### src/rtl/mem_sequencer.sv
// Command sequencer driving a single-port synchronous RAM: WRITE, READ, FILL range, SUM range.
// Optional macro MEMSEQ_SUM_EN enables the SUM operation; without it op 11 completes with rsp_err.
module mem_sequencer (
  input  logic        sysclk,
  input  logic        reset,
  input  logic        cmd_valid,
  output logic        cmd_ready,
  input  logic [1:0]  cmd_op,
  input  logic [7:0]  cmd_addr,
  input  logic [7:0]  cmd_end,
  input  logic [15:0] cmd_data,
  output logic        ram_write,
  output logic [7:0]  ram_addr,
  output logic [15:0] ram_din,
  input  logic [15:0] ram_dout,
  output logic        rsp_valid,
  output logic [15:0] rsp_data,
  output logic        rsp_err
);

  typedef enum logic [2:0] {
    IDLE, WR, RD, RD_CAP, FILL, SUM, SUM_DRAIN, RSP
  } state_t;

  typedef enum logic [1:0] {
    OP_WRITE = 2'b00,
    OP_READ  = 2'b01,
    OP_FILL  = 2'b10,
    OP_SUM   = 2'b11
  } op_t;

  state_t      state, state_next;
  logic        ram_write_next;
  logic [7:0]  ram_addr_next;
  logic [15:0] ram_din_next;
  logic        rsp_valid_next;
  logic [15:0] rsp_data_next;
  logic        rsp_err_next;
  logic [7:0]  range_end, range_end_next;
  logic [8:0]  fill_count, fill_count_next;
  logic        reject;
`ifdef MEMSEQ_SUM_EN
  logic [15:0] acc, acc_next;
  logic        sum_pending, sum_pending_next;
`endif

  assign cmd_ready = (state == IDLE);

  always_ff @(posedge sysclk) begin
    if (reset) begin
      state      <= IDLE;
      ram_write  <= 1'b0;
      ram_addr   <= '0;
      ram_din    <= '0;
      rsp_valid  <= 1'b0;
      rsp_data   <= '0;
      rsp_err    <= 1'b0;
      range_end  <= '0;
      fill_count <= '0;
`ifdef MEMSEQ_SUM_EN
      acc         <= '0;
      sum_pending <= 1'b0;
`endif
    end else begin
      state      <= state_next;
      ram_write  <= ram_write_next;
      ram_addr   <= ram_addr_next;
      ram_din    <= ram_din_next;
      rsp_valid  <= rsp_valid_next;
      rsp_data   <= rsp_data_next;
      rsp_err    <= rsp_err_next;
      range_end  <= range_end_next;
      fill_count <= fill_count_next;
`ifdef MEMSEQ_SUM_EN
      acc         <= acc_next;
      sum_pending <= sum_pending_next;
`endif
    end
  end

  always_comb begin
    state_next      = state;
    ram_write_next  = 1'b0;
    ram_addr_next   = ram_addr;
    ram_din_next    = ram_din;
    rsp_valid_next  = 1'b0;
    rsp_data_next   = rsp_data;
    rsp_err_next    = rsp_err;
    range_end_next  = range_end;
    fill_count_next = fill_count;
    reject          = 1'b0;
`ifdef MEMSEQ_SUM_EN
    acc_next         = acc;
    sum_pending_next = sum_pending;
`endif

    case (state)
      IDLE: begin
        if (cmd_valid) begin
          range_end_next = cmd_end;
          case (op_t'(cmd_op))
            OP_WRITE: begin
              state_next     = WR;
              ram_write_next = 1'b1;
              ram_addr_next  = cmd_addr;
              ram_din_next   = cmd_data;
            end
            OP_READ: begin
              state_next    = RD;
              ram_addr_next = cmd_addr;
            end
            OP_FILL: begin
              if (cmd_end < cmd_addr) begin
                reject = 1'b1;
              end else begin
                state_next      = FILL;
                ram_write_next  = 1'b1;
                ram_addr_next   = cmd_addr;
                ram_din_next    = cmd_data;
                fill_count_next = {1'b0, cmd_end} - {1'b0, cmd_addr} + 9'd1;
              end
            end
            OP_SUM: begin
`ifdef MEMSEQ_SUM_EN
              if (cmd_end < cmd_addr) begin
                reject = 1'b1;
              end else begin
                state_next       = SUM;
                ram_addr_next    = cmd_addr;
                acc_next         = '0;
                sum_pending_next = 1'b0;
              end
`else
              reject = 1'b1;
`endif
            end
            default: reject = 1'b1;
          endcase
        end
      end
      WR: begin
        state_next     = RSP;
        rsp_valid_next = 1'b1;
        rsp_data_next  = ram_din;
        rsp_err_next   = 1'b0;
      end
      RD: state_next = RD_CAP;
      RD_CAP: begin
        state_next     = RSP;
        rsp_valid_next = 1'b1;
        rsp_data_next  = ram_dout;
        rsp_err_next   = 1'b0;
      end
      FILL: begin
        // Stop on the last address rather than after it so 0..255 never wraps.
        if (ram_addr == range_end) begin
          state_next     = RSP;
          rsp_valid_next = 1'b1;
          rsp_data_next  = {7'b0, fill_count};
          rsp_err_next   = 1'b0;
        end else begin
          ram_write_next = 1'b1;
          ram_addr_next  = ram_addr + 8'd1;
        end
      end
`ifdef MEMSEQ_SUM_EN
      SUM: begin
        // ram_dout lags ram_addr by one cycle; the first SUM cycle has nothing to add yet.
        if (sum_pending) acc_next = acc + ram_dout;
        sum_pending_next = 1'b1;
        if (ram_addr == range_end) state_next = SUM_DRAIN;
        else ram_addr_next = ram_addr + 8'd1;
      end
      SUM_DRAIN: begin
        state_next     = RSP;
        rsp_valid_next = 1'b1;
        rsp_data_next  = acc + ram_dout;
        rsp_err_next   = 1'b0;
      end
`endif
      RSP: state_next = IDLE;
      default: state_next = IDLE;
    endcase

    if (reject) begin
      state_next     = RSP;
      rsp_valid_next = 1'b1;
      rsp_data_next  = '0;
      rsp_err_next   = 1'b1;
    end
  end

endmodule

### config.mk
export PLATFORM = sky130hd
export DESIGN_NAME = mem_sequencer
export DESIGN_NICKNAME = d
export VERILOG_FILES = /design/src/rtl/mem_sequencer.sv
export SDC_FILE = /design/constraint.sdc
export NUM_CORES = 1
export LEC_CHECK = 0
export CORE_ASPECT_RATIO = 0.8
export CORE_MARGIN = 1.5
export CORE_UTILIZATION = 49
export CTS_CLUSTER_DIAMETER = 100
export DETAILED_ROUTE_END_ITERATION = 10
export PLACE_DENSITY = 0.83
export SYNTH_ARGS = -nofsm -noshare
export SYNTH_HDL_FRONTEND = slang
export SYNTH_SLANG_ARGS = --single-unit
### constraint.sdc
create_clock -name sysclk -period 2.8 [get_ports sysclk]
set_input_delay 0.56 -clock sysclk [delete_from_list [all_inputs] [get_ports sysclk]]
set_output_delay 0.56 -clock sysclk [all_outputs]
set_load 0.01 [all_outputs]
# Word level (Yosys, flattened, before mapping)
# Cells that the tools add are included.
[word_totals] ff_bits=63 in_bits=53 out_inout_bits=44 wordCells=78
[classes] add_sub_neg=3 n_lt_le_gt_ge=1 n_eq_ne=18 mux=30 bitwise_logic=1 reduce_logical=16
[op_table] cell="16-bit case mux with 3 select lines" count=1
[op_table] cell="16-bit 2-to-1 mux" count=2
[op_table] cell="16-bit case mux with 2 select lines" count=1
[op_table] cell="8-bit case mux with 2 select lines" count=2
[op_table] cell="8-bit 2-to-1 mux" count=3
[op_table] cell="3-bit 2-to-1 mux" count=4
[op_table] cell="3-bit case mux with 4 select lines" count=1
[op_table] cell="4-bit AND reduction" count=3
[op_table] cell="1-bit 2-to-1 mux" count=10
[op_table] cell="1-bit case mux with 2 select lines" count=5
[op_table] cell="9-bit by 1-bit adder with 9-bit output (second input constant)" count=1
[op_table] cell="3-bit case mux with 3 select lines" count=1
[op_table] cell="8-bit by 8-bit subtractor with 9-bit output" count=1
[op_table] cell="8-bit by 1-bit adder with 8-bit output (second input constant)" count=1
[op_table] cell="8-bit equality test" count=1
[op_table] cell="8-bit < comparator" count=1
[op_table] cell="2-bit != test (second input constant)" count=4
[op_table] cell="3-bit by 2-bit equality test with 1-bit output (second input constant)" count=2
[op_table] cell="3-bit by 2-bit != test with 1-bit output (second input constant)" count=2
[op_table] cell="3-bit != test (second input constant)" count=2
[op_table] cell="2-bit AND reduction" count=3
[op_table] cell="3-bit nonzero test" count=2
[op_table] cell="2-bit OR reduction" count=3
[op_table] cell="5-bit by 1-bit != test with 1-bit output (second input constant)" count=1
[op_table] cell="10 further kinds" count=12

# Longest topological paths before layout
[logic_depth] depth_word=7 depth_mapped=11 ltp_nobuf=11

# Worst setup path after synthesis
# No wires, ideal clock.
[synth_timing] path_kind="input to register" from="in cmd_addr[6]" to="reg ram_addr[5]" setup_ps=119 t_arrival_ps=2319 t_required_ps=2681 setup_slack_ps=362 stages=8 n_path_buf=0 cell_sequence="inv_1 > ha_1 > fa_1 > a31oi_2 > nand2_1 > nor3_1 > a211oi_1 > o221a_2"
[synth_between] elab_chain_cells=3
[synth_lines] item="from (decl)" line_no="9" text="input logic [7:0] cmd_addr,"
[synth_lines] item="8-bit < comparator" line_no="113" text="if (cmd_end < cmd_addr) begin"
[synth_lines] item="3-bit != test (no source line)"
[synth_lines] item="5-bit AND reduction (no source line)"
[synth_lines] item="to (signal assigned)" line_no="67" text="ram_addr <= ram_addr_next;"
[synth_lines] item="to (decl)" line_no="13" text="output logic [7:0] ram_addr,"
# No other way between the ends.
# A chain may end at the register's enable or synchronous reset.

# Worst setup path after layout
[layout_timing] from="in cmd_addr[7]" to="reg ram_addr[5]"
# The elaborated chain is that of the path after synthesis.

==> flow_metrics.tcl <==
set metrics [dict create \
    status "finished, violations left" \
    layout.cells.non_filler 611 \
    finalNetCount 601 \
    yosysWarnings 0 \
    power.density_nw_per_um2 813.2 \
    ys_seq_area_frac 0.3507 \
    drt_first_pass_iters 10 \
    cap_viol_max_count 0 \
    place_area_sq_um 4788 \
    synth_top_family_by_area "compound AO/OA/AOI/OAI gates" \
    crit_start "cmd_addr[7]" \
    gp_congestion 0.8972 \
    rows 27 \
    routed_wl_mm 10.28 \
    routed_via_density 5.776 \
    layout_setup_ws_ns 0.1131 \
    netlist_area_sq_um 3596 \
    slew_headroom 0.6087 \
    vias 3529 \
    hp-class "flip-flop to flip-flop" \
    endpoint_kind "flip-flop" \
    syn_inst 407 \
    reg2regPathDepth 6 \
    skew_ns 0.007335 \
    period_share 0.9596 \
    max_freq_ghz 0.3722 \
    hpwlAfterDp_mm 7.362 \
    pin_count 97 \
    clock_sinks 63 \
    worst_ep_arrival_time_ns 2.91 \
    stdcell_area_sq_um 4986 \
    synth_ff_type "dfxtp_1" \
    antenna_found_initial 0 \
    leakage_nw 2.002 \
    critical_path.endpoint "ram_addr[5]$_SDFFE_PP0P_" \
    synth-xor-area-share 0.02923 \
    dieArea_sq_um 7864 \
    drive_gt1_frac 0.1221 \
    cts_tree "yes" \
    remaining_drc_errors 4 \
    slew_viol_final 0 \
    critPathMaxFanout 6 \
    numPortBuffers 96 \
    async_flop_share 0 \
    grt_pass1_vias 3470 \
    design.core.area_sq_um 6993 \
    hold_ws_ns 0.4717 \
    grtUsageTotal 0.2672 \
    num_antenna_cells 0 \
    synth_seq_cells 63 \
    initial_core_util 0.5142 \
    syn_nets 487 \
    grt_pass1_wl_mm 16.57 \
    syn2layout_area_growth_pct 38.66 \
    root_buffer "clkbuf_8" \
    ff2ff_setup_slack_ns 0.61 \
    tightestPinTransition_ns 0.5855 \
    grt_max_degree 34 \
    synth_mux_area_frac 0.06263 \
    synth.avg_cell_area_sq_um 8.835 \
    post-place-ws_ns -0.1222 \
    dp.cells 596 \
    vdd_drop_max_v 0.0006689 \
    path_class "input port to flip-flop" \
    wl_per_cell_um 16.82 \
    critPathRequiredTime_ns 3.03 \
    rr_startpoint "ram_addr[6]$_SDFFE_PP0P_" \
    grt_setup_unrepaired "no" \
    die_y_um 79.62 \
    cts.clk_slew.worst_paths_ns 0.07 \
    synth-edff-count 0 \
    ys_types 56 \
    grt_overflow 0 \
    synth_compound_area_frac 0.2477 \
    fill_cells 507 \
    h-tree-depth 3 \
    worstReg2RegEnd "ram_addr[5]$_SDFFE_PP0P_" \
    drt_iter0_drc 195 \
    clk_latency_ns 0.34 \
    ant_nets 0 \
    violations "design-rule violations" \
    hold_violations 0 \
    period_minus_slack_ns 2.687 \
    die_w_um 98.78 \
    postLayoutCoreUtil 0.7130 \
    clockBufferDepth 2 \
    synthAdderAreaFrac 0.1023 \
    cts_buffers 9 \
    synth-simple-area-share 0.1458 \
    finalSetupViolations 0 \
    cp-start-kind "input port" \
]
cell usage in the layout (no fill, tap or decap), drive strengths merged, types with 3 or more instances in the layout:
cell,Yosys,routed
or3,3,3
clkinv,1,3
a22oi,8,8
nand3,6,6
buf,10,28
a211oi,25,25
fa,4,4
xnor2,10,10
clkdlybuf4s50,0,96
a21oi,32,32
inv,26,26
o32ai,6,6
clkbuf,11,10
nand2,41,41
o21ai,14,14
ha,23,23
nand4,3,3
nand2b,4,4
a31oi,4,4
nor3b,3,3
dfxtp,63,63
a22o,10,10
mux2i,21,21
nor3,8,8
nor2,44,44
cells in the mapped netlist (all sizes together) (6+ instances only):
library cell / count / area share
a211oi: 25 / 0.054
a21oi: 32 / 0.049
a22o: 10 / 0.024
a22oi: 8 / 0.017
buf: 10 / 0.021
clkbuf: 11 / 0.012
dfxtp: 63 / 0.35
ha: 23 / 0.080
inv: 26 / 0.027
mux2i: 21 / 0.058
nand2: 41 / 0.043
nand3: 6 / 0.0097
nor2: 44 / 0.047
nor3: 8 / 0.011
o21ai: 14 / 0.022
o32ai: 6 / 0.023
xnor2: 10 / 0.024
cell families (layout without fill, tap and decap cells):
group / Yosys count / count (layout)
flip-flops: 63 / 63
adder cells (fa/ha/maj): 27 / 27
multiplexers: 22 / 22
XOR/XNOR: 12 / 12
AO/OA/AOI/OAI: 118 / 118
AND/OR/NAND/NOR: 117 / 117
buffers and inverters: 48 / 165
state kept, by name (all words and copies together), names as in the netlist:
register / flops
fill_count: 9
ram_addr: 8
ram_din: 16
ram_write: 1
range_end: 8
rsp_data: 16
rsp_err: 1
rsp_valid: 1
state: 3
routing by layer:
metal	GRT usage	routed length, um	part of all wire
met2	0.4414	4870	0.47
met1	0.3377	4542	0.44
met3	0.07706	689	0.067
met5	0	0	0
met4	0.08571	177	0.017
where the power goes:
part | internal, W | leakage, nW | switching, W
Sequential | 0.00112 | 0.514 | 0.000186
Combinational | 0.000910 | 1.39 | 0.00107
Clock | 0.000422 | 0.0940 | 0.000349
per-stage QoR:
stage	setup TNS, ns	power (W)
6_report	0	0.004055
4_1_cts	0	0.004030
3_3_place_gp	-0.2441	0.003192
5_1_grt	0	0.004284
2_1_floorplan	0	0.002470
3_5_place_dp	-1.995	0.003243
worst max-delay path, stage by stage:
cell,delay [ns]
clkdlybuf4s50_1,0.50
inv_1,0.09
ha_1,0.32
nand4_1,0.19
a211oi_2,0.42
o21bai_1,0.13
a22o_1,0.24
buf_4,0.18
o221a_2,0.26
worst min path at each step:
stage / startpoint / end / slack (ns) / cells after the start
finish: range_end[1]$_SDFFE_PP0P_ / range_end[1]$_SDFFE_PP0P_ / 0.47 / 2
global route: range_end[3]$_SDFFE_PP0P_ / range_end[3]$_SDFFE_PP0P_ / 0.49 / 2
CTS: range_end[3]$_SDFFE_PP0P_ / range_end[3]$_SDFFE_PP0P_ / 0.47 / 2
detailed placement: range_end[3]$_SDFFE_PP0P_ / range_end[3]$_SDFFE_PP0P_ / 0.46 / 2
global placement: range_end[3]$_SDFFE_PP0P_ / range_end[3]$_SDFFE_PP0P_ / 0.46 / 2
floorplan: fill_count[5]$_SDFFE_PP0P_ / fill_count[5]$_SDFFE_PP0P_ / 0.45 / 2
area by class of cell:
type                       count  area, sq um  share of cell area
tap                           87        108.9             0.02183
inverter                      27        102.6             0.02058
sequential                    63         1261              0.2529
clock buffer                  10        137.6             0.02760
clock inverter                 4        47.55            0.009536
timing repair buffer         124         1196              0.2399
multi-input combinational    296         2132              0.4276
timing repair:
| item | 4_1_cts | 5_1_grt |
|---|---|---|
| setup endpoints to repair | 0 | 1 |
| endpoints found under the hold margin | 0 | 0 |
| buffers inserted | 0 | 1 |
| gates resized for setup | 0 | 2 |
| hold buffers | 0 | 0 |
No activity file was read; power rests on OpenSTA's default activity.
==> RTL edit 1: new RTL, config.mk and constraints unchanged <==
Take the reset off `ram_din` and load it in a clocked block of its own.
--- a/src/rtl/mem_sequencer.sv
+++ b/src/rtl/mem_sequencer.sv
@@ -51,7 +51,6 @@
       state      <= IDLE;
       ram_write  <= 1'b0;
       ram_addr   <= '0;
-      ram_din    <= '0;
       rsp_valid  <= 1'b0;
       rsp_data   <= '0;
       rsp_err    <= 1'b0;
@@ -65,7 +64,6 @@
       state      <= state_next;
       ram_write  <= ram_write_next;
       ram_addr   <= ram_addr_next;
-      ram_din    <= ram_din_next;
       rsp_valid  <= rsp_valid_next;
       rsp_data   <= rsp_data_next;
       rsp_err    <= rsp_err_next;
@@ -76,6 +74,10 @@
       sum_pending <= sum_pending_next;
 `endif
     end
+  end
+
+  always_ff @(posedge sysclk) begin
+    ram_din <= ram_din_next;
   end
 
   always_comb begin
Check against the original RTL: not equivalent (Yosys sat finds a counterexample within 4 cycles, from zero or initial values and one cycle with reset high).
==> RTL edit 1 against the unedited design <==
- cell area increased by 2.0%
- setup slack improved by 0.10 ns
- non-clock buffer count decreased by 3
- total power increased by 7.3%
- area after synthesis increased by 2.3%
- sequential cell count unchanged
- wire length increased by 2.7%
- combinational power increased by 5%
- critical endpoint is now fill_count[7]
==> RTL edit 1: results (changes against the unedited design) <==
stage;metric;value;unit;change
run_status;outcome;completed;;
detailed_routing;WL met2;4.979;mm;+2.2%
logic_synthesis;Yosys cell types;60;;+7.1%
placed_design;placed instance count;590;;-1.0%
logic_synthesis;synth cell count leaders;dfxtp_1 (47), nand2_1 (37), nor2_1 (34), a21oi_1 (31), inv_1 (25);;
placed_design;post-detail-place hpwl;7.830;mm;+6.3%
global_routing;GR Util All Layers;27.01;%;+0.29 points
power_and_ir_drop;Leakage Power;0.001887;uW;-5.8%
detailed_routing;Top Layer Used;met4;;
placed_design;RD Place Congestion;0.9288;;+3.5%
detailed_routing;via count;3583;;+1.5%
placed_design;pre-CTS setup slack;-0.2169;ns;-0.09471 ns
logic_synthesis;EDFF count, synth;16;;+16
global_routing;number of global-route vias before repair;3399;;-2.0%
final_layout;share of cells above drive strength 1;11.82;%;-0.39 points
final_layout;Fillers;582;;+15%
clock_network;CTS resizes;0;;unchanged
global_routing;first-pass GRT wire length;16.81;mm;+1.4%
placed_design;Placed Area;0.004867;sq mm;+1.6%
global_routing;GR Util met2;42.93;%;-1.2 points
global_routing;largest net degree at the start of global routing;28;;-18%
power_and_ir_drop;power per cell area;855.3;mW/mm^2;+5.2%
timing;worst-margin pin slew;0.6923;ns;+0.1068 ns
detailed_routing;met3 routed WL;729;um;+5.8%
timing;Final Skew;0.01015;ns;+0.002811 ns
detailed_routing;DRT met1 WL;4.648;mm;+2.3%
logic_synthesis;synth top area cells;dfxtp_1 (26%), edfxtp_1 (13%), ha_1 (7.8%), a21oi_1 (4.2%), a22oi_1 (3.9%);;
detailed_routing;DRT Pass-1 Iters;5;;-5
setup_path;Critical Path AT;2.83;ns;-0.08 ns
final_layout;largest registers;ram_din (16), rsp_data (16), fill_count (9);;
setup_path;Worst Reg-to-Reg Cells;4;;-2
logic_synthesis;register area share after synthesis;38.63;%;+3.6 points
logic_synthesis;Syn Nets;480;;-1.4%
setup_path;Max Fanout on Critical Path;3;;-3
min_path;hold path depth;2;;unchanged
final_layout;ant diodes;0;;unchanged
timing;Slew Limit Fails;0;;unchanged
detailed_routing;wirelength, routed;10.55;mm;+2.7%
logic_synthesis;Post-Syn Instances;400;;-1.7%
final_layout;# nets final;591;;-1.7%
detailed_routing;routed len/inst;17.41;um;+3.5%
logic_synthesis;YS warnings;0;;unchanged
clock_network;htree depth;3;;unchanged
global_routing;GR Layer Usage met3;5.396;%;-2.3 points
power_and_ir_drop;Worst VDD drop;0.5585;mV;-17%
detailed_routing;Initial DRC Count;204;;+4.6%
global_routing;met1 global-route usage;36.69;%;+2.9 points
==> RTL edit 1: cell types whose count changed after synthesis, sizes merged, moves of 4 or more <==
| cell | delta |
|---|---|
| nor2 | -8 |
| a22o | -10 |
| a22oi | +11 |
| dfxtp | -16 |
| o22ai | +8 |
| a31oi | +7 |
| mux2i | -9 |
| edfxtp | +16 |
| o21ai | +4 |
| a211oi | -8 |
==> RTL edit 1: cell families after synthesis <==
logic type,after synthesis,share of synthesized area [%]
AO/OA/AOI/OAI,128,24.52
multiplexers,13,3.570
flip-flops,63,38.63
buffers and inverters,49,5.882
XOR/XNOR,12,3.061
AND/OR/NAND/NOR,108,14.35
adder cells (fa/ha/maj),27,9.997
==> RTL edit 1: path summary, 6_finish.rpt <==
check / start / end / slack (ns)
min reg2reg: rsp_err / rsp_err / 0.46
min: rsp_err / rsp_err / 0.46
max reg2reg: state[2] / rsp_data[5] / 0.55
max: cmd_addr[1] / fill_count[7] / 0.21
==> RTL edit 1: critical path, cell delays in order <==
cell and delay (ns):
clkdlybuf4s50_1 0.48, inv_1 0.07, ha_1 0.31, inv_1 0.06, ha_1 0.17, inv_1 0.06
fa_1 0.38, nor2b_1 0.12, o21a_1 0.16, o21ai_1 0.11, a211oi_2 0.26, o22ai_1 0.08
==> RTL edit 1: area by class of cell <==
cell class | count | share of cell area, %
repair buffers | 121 | 23.33
inverters | 28 | 2.067
well taps | 90 | 2.215
clock inverters | 6 | 1.673
clock buffers | 10 | 2.510
flip-flops and latches | 63 | 27.95
multi-input cells | 288 | 40.26
==> RTL edit 1: power breakdown <==
group	switching, uW	total, uW	leakage, uW	internal, uW
combinational	1140	2080	0.00125	944
clock	378	876	0.000102	498
sequential	241	1390	0.000530	1150
total	1760	4350	0.00189	2590
==> RTL edit 2: new RTL, same flow settings <==
Made on the original files. The option `MEMSEQ_SUM_EN` is turned on by a define.
--- a/src/rtl/mem_sequencer.sv
+++ b/src/rtl/mem_sequencer.sv
@@ -1,5 +1,7 @@
 // Command sequencer driving a single-port synchronous RAM: WRITE, READ, FILL range, SUM range.
 // Optional macro MEMSEQ_SUM_EN enables the SUM operation; without it op 11 completes with rsp_err.
+`define MEMSEQ_SUM_EN
+
 module mem_sequencer (
   input  logic        sysclk,
   input  logic        reset,
Formal check against the unedited RTL: not equivalent (Yosys sat finds a counterexample within 4 cycles, from zero or initial values and one cycle with reset high).
==> RTL edit 2 against the unedited design <==
- setup slack got worse by 0.11 ns
- wire length rose by 53%
- worst hold slack got worse by 0.021 ns
- largest power group unchanged
- cell area rose by 37%
- area after synthesis rose by 40%
- combinational power rose by 12%
- first-iteration DRC count rose to 2.5 times the old value
- sequential share of layout area fell by 1.9 points
- total power rose by 21%
- cell count rose by 49%
- die area rose by 38%
- sequential cell count rose by 17
==> RTL edit 2: results (changes against the unedited design) <==
stage;metric;value;unit;change
power_and_ir_drop;Leakage Power;0.002796;uW;+40%
global_routing;GR Util All Layers;30.08;%;+3.4 points
setup_path;Max Fanout on Critical Path;4;;-2
setup_path;largest stage delay on the critical path;0.57;ns;+0.07 ns
placed_design;post-detail-place hpwl;11.55;mm;+57%
detailed_routing;wirelength, routed;15.77;mm;+53%
clock_network;Root Driver;clkbuf_16;;
setup_path;RR Endpoint;rsp_data[14];;
logic_synthesis;Syn Nets;726;;+49%
final_layout;Post-Route Utilization;69.81;%;-1.5 points
logic_synthesis;register area share after synthesis;31.82;%;-3.2 points
logic_synthesis;complex-gate fraction of the synthesized area;23.79;%;-0.98 points
global_routing;GR Layer Usage met3;6.286;%;-1.4 points
global_routing;largest net degree at the start of global routing;40;;+18%
final_layout;Fillers;798;;+57%
power_and_ir_drop;Worst VDD drop;0.5518;mV;-18%
global_routing;first-pass GRT wire length;25.33;mm;+53%
placed_design;Placed Area;0.006530;sq mm;+36%
setup_path;Worst Reg-to-Reg Cells;10;;+4
logic_synthesis;synth top area cells;dfxtp_1 (32%), ha_1 (9.4%), nor2_1 (6.0%), a21oi_1 (5.8%), nand2_1 (4.5%);;
final_layout;register area;0.001602;sq mm;+27%
min_path;Hold EP;fill_count[0];;
timing;relative slew slack;54.39;%;-6.5 points
detailed_routing;DRT Pass-1 Iters;5;;-5
floorplanning;Die ar.;0.01089;sq mm;+38%
power_and_ir_drop;comb pwr;2210;uW;+12%
final_layout;share of cells above drive strength 1;13.26;%;+1.0 points
setup_path;slowest CP cell;a2111oi_1;;
placed_design;placed instance count;895;;+50%
final_layout;multi-input combinational area share;46.83;%;+4.1 points
global_routing;number of global-route vias before repair;5181;;+49%
logic_synthesis;synthesized flop and latch total;80;;+27%
global_routing;GR Overflow Total;0;;unchanged
detailed_routing;Initial DRC Count;496;;+150%
setup_path;Reg2Reg Setup Slack;0.34;ns;-0.27 ns
logic_synthesis;multiplexer share of the synthesized area;4.227;%;-2.0 points
run_status;outcome;completed;;
global_routing;met1 global-route usage;40.55;%;+6.8 points
global_routing;GR Util met2;47.55;%;+3.4 points
final_layout;buffering overhead;21.71;%;-2.3 points
final_layout;largest registers;acc (16), ram_din (16), rsp_data (16);;
detailed_routing;DRT met1 WL;6.773;mm;+49%
power_and_ir_drop;internal power;2989;uW;+22%
setup_path;Critical Path AT;3.01;ns;+0.10 ns
final_layout;#MultiIn Comb;491;;+66%
setup_path;worst r2r src;acc[0];;
timing;Final Skew;0.009372;ns;+0.002037 ns
logic_synthesis;XOR/XNOR share of the synthesized area;3.481;%;+0.56 points
final_layout;clock buf count;12;;+2
power_and_ir_drop;Clock power frac;23.5;%;+4.5 points
min_path;HP Start;fill_count[0];;
logic_synthesis;Yosys cell types;61;;+8.9%
detailed_routing;WL met2;7.274;mm;+49%
detailed_routing;via count;5355;;+52%
placed_design;RD Place Congestion;0.9531;;+6.2%
logic_synthesis;Post-Syn Instances;630;;+55%
final_layout;# nets final;868;;+44%
## RTL edit 2: cell types whose count changed after synthesis, sizes merged, moves of 7 or more
cell	delta
clkbuf	+11
a21oi	+27
nor2	+37
a21o	+12
nand2	+21
a31oi	+12
and3	+8
a22o	-9
a211oi	-19
ha	+15
o21ai	+30
nand3	+9
nor3b	+7
dfxtp	+17
## RTL edit 2: worst reg2reg max path, stage by stage, from the launching register on
cell	delay (ns)
dfxtp_1	0.32
ha_2	0.19
inv_1	0.07
fa_2	0.21
nor2b_1	0.05
o21a_1	0.22
o21a_2	0.25
a2111oi_1	0.57
o21ai_0	0.23
nand3_1	0.15
a31oi_1	0.09
## RTL edit 2: how the worst max path moves through the flow
stage,startpoint,end,cells past startpoint
final,ram_dout[2],rsp_data[14],9
after detailed placement,ram_dout[2],acc[15],9
after global routing,cmd_addr[2],fill_count[8],11
after floorplan,cmd_addr[6],ram_addr[0],8
after global placement,ram_dout[1],acc[15],9
after CTS,ram_dout[0],rsp_data[8],11
## RTL edit 2: through the flow
| step | total power, uW | hold slack (ns) |
|---|---|---|
| floorplan | 2845 | 0.4273 |
| global placement | 3633 | 0.4429 |
| detailed placement | 3710 | 0.4469 |
| CTS | 4862 | 0.4546 |
| global route | 5187 | 0.4769 |
| finish | 4894 | 0.4506 |
## RTL edit 2: cells by family (layout without fill, tap and decap cells)
kind of cell               after synthesis  after routing
AOI/OAI and AO/OA                      187            187
xor gates and xnor gates                20             20
adders and majority gates               43             43
buffers and inverters                   59            206
DFF                                     80             80
muxes                                   21             21
and+or+nand+nor                        220            220
## RTL edit 2: repair_timing
action | CTS | global route
setup endpoints to repair | 1 | 12
pin swaps | 0 | 8
buffers inserted | 0 | 2
resized for setup | 1 | 12
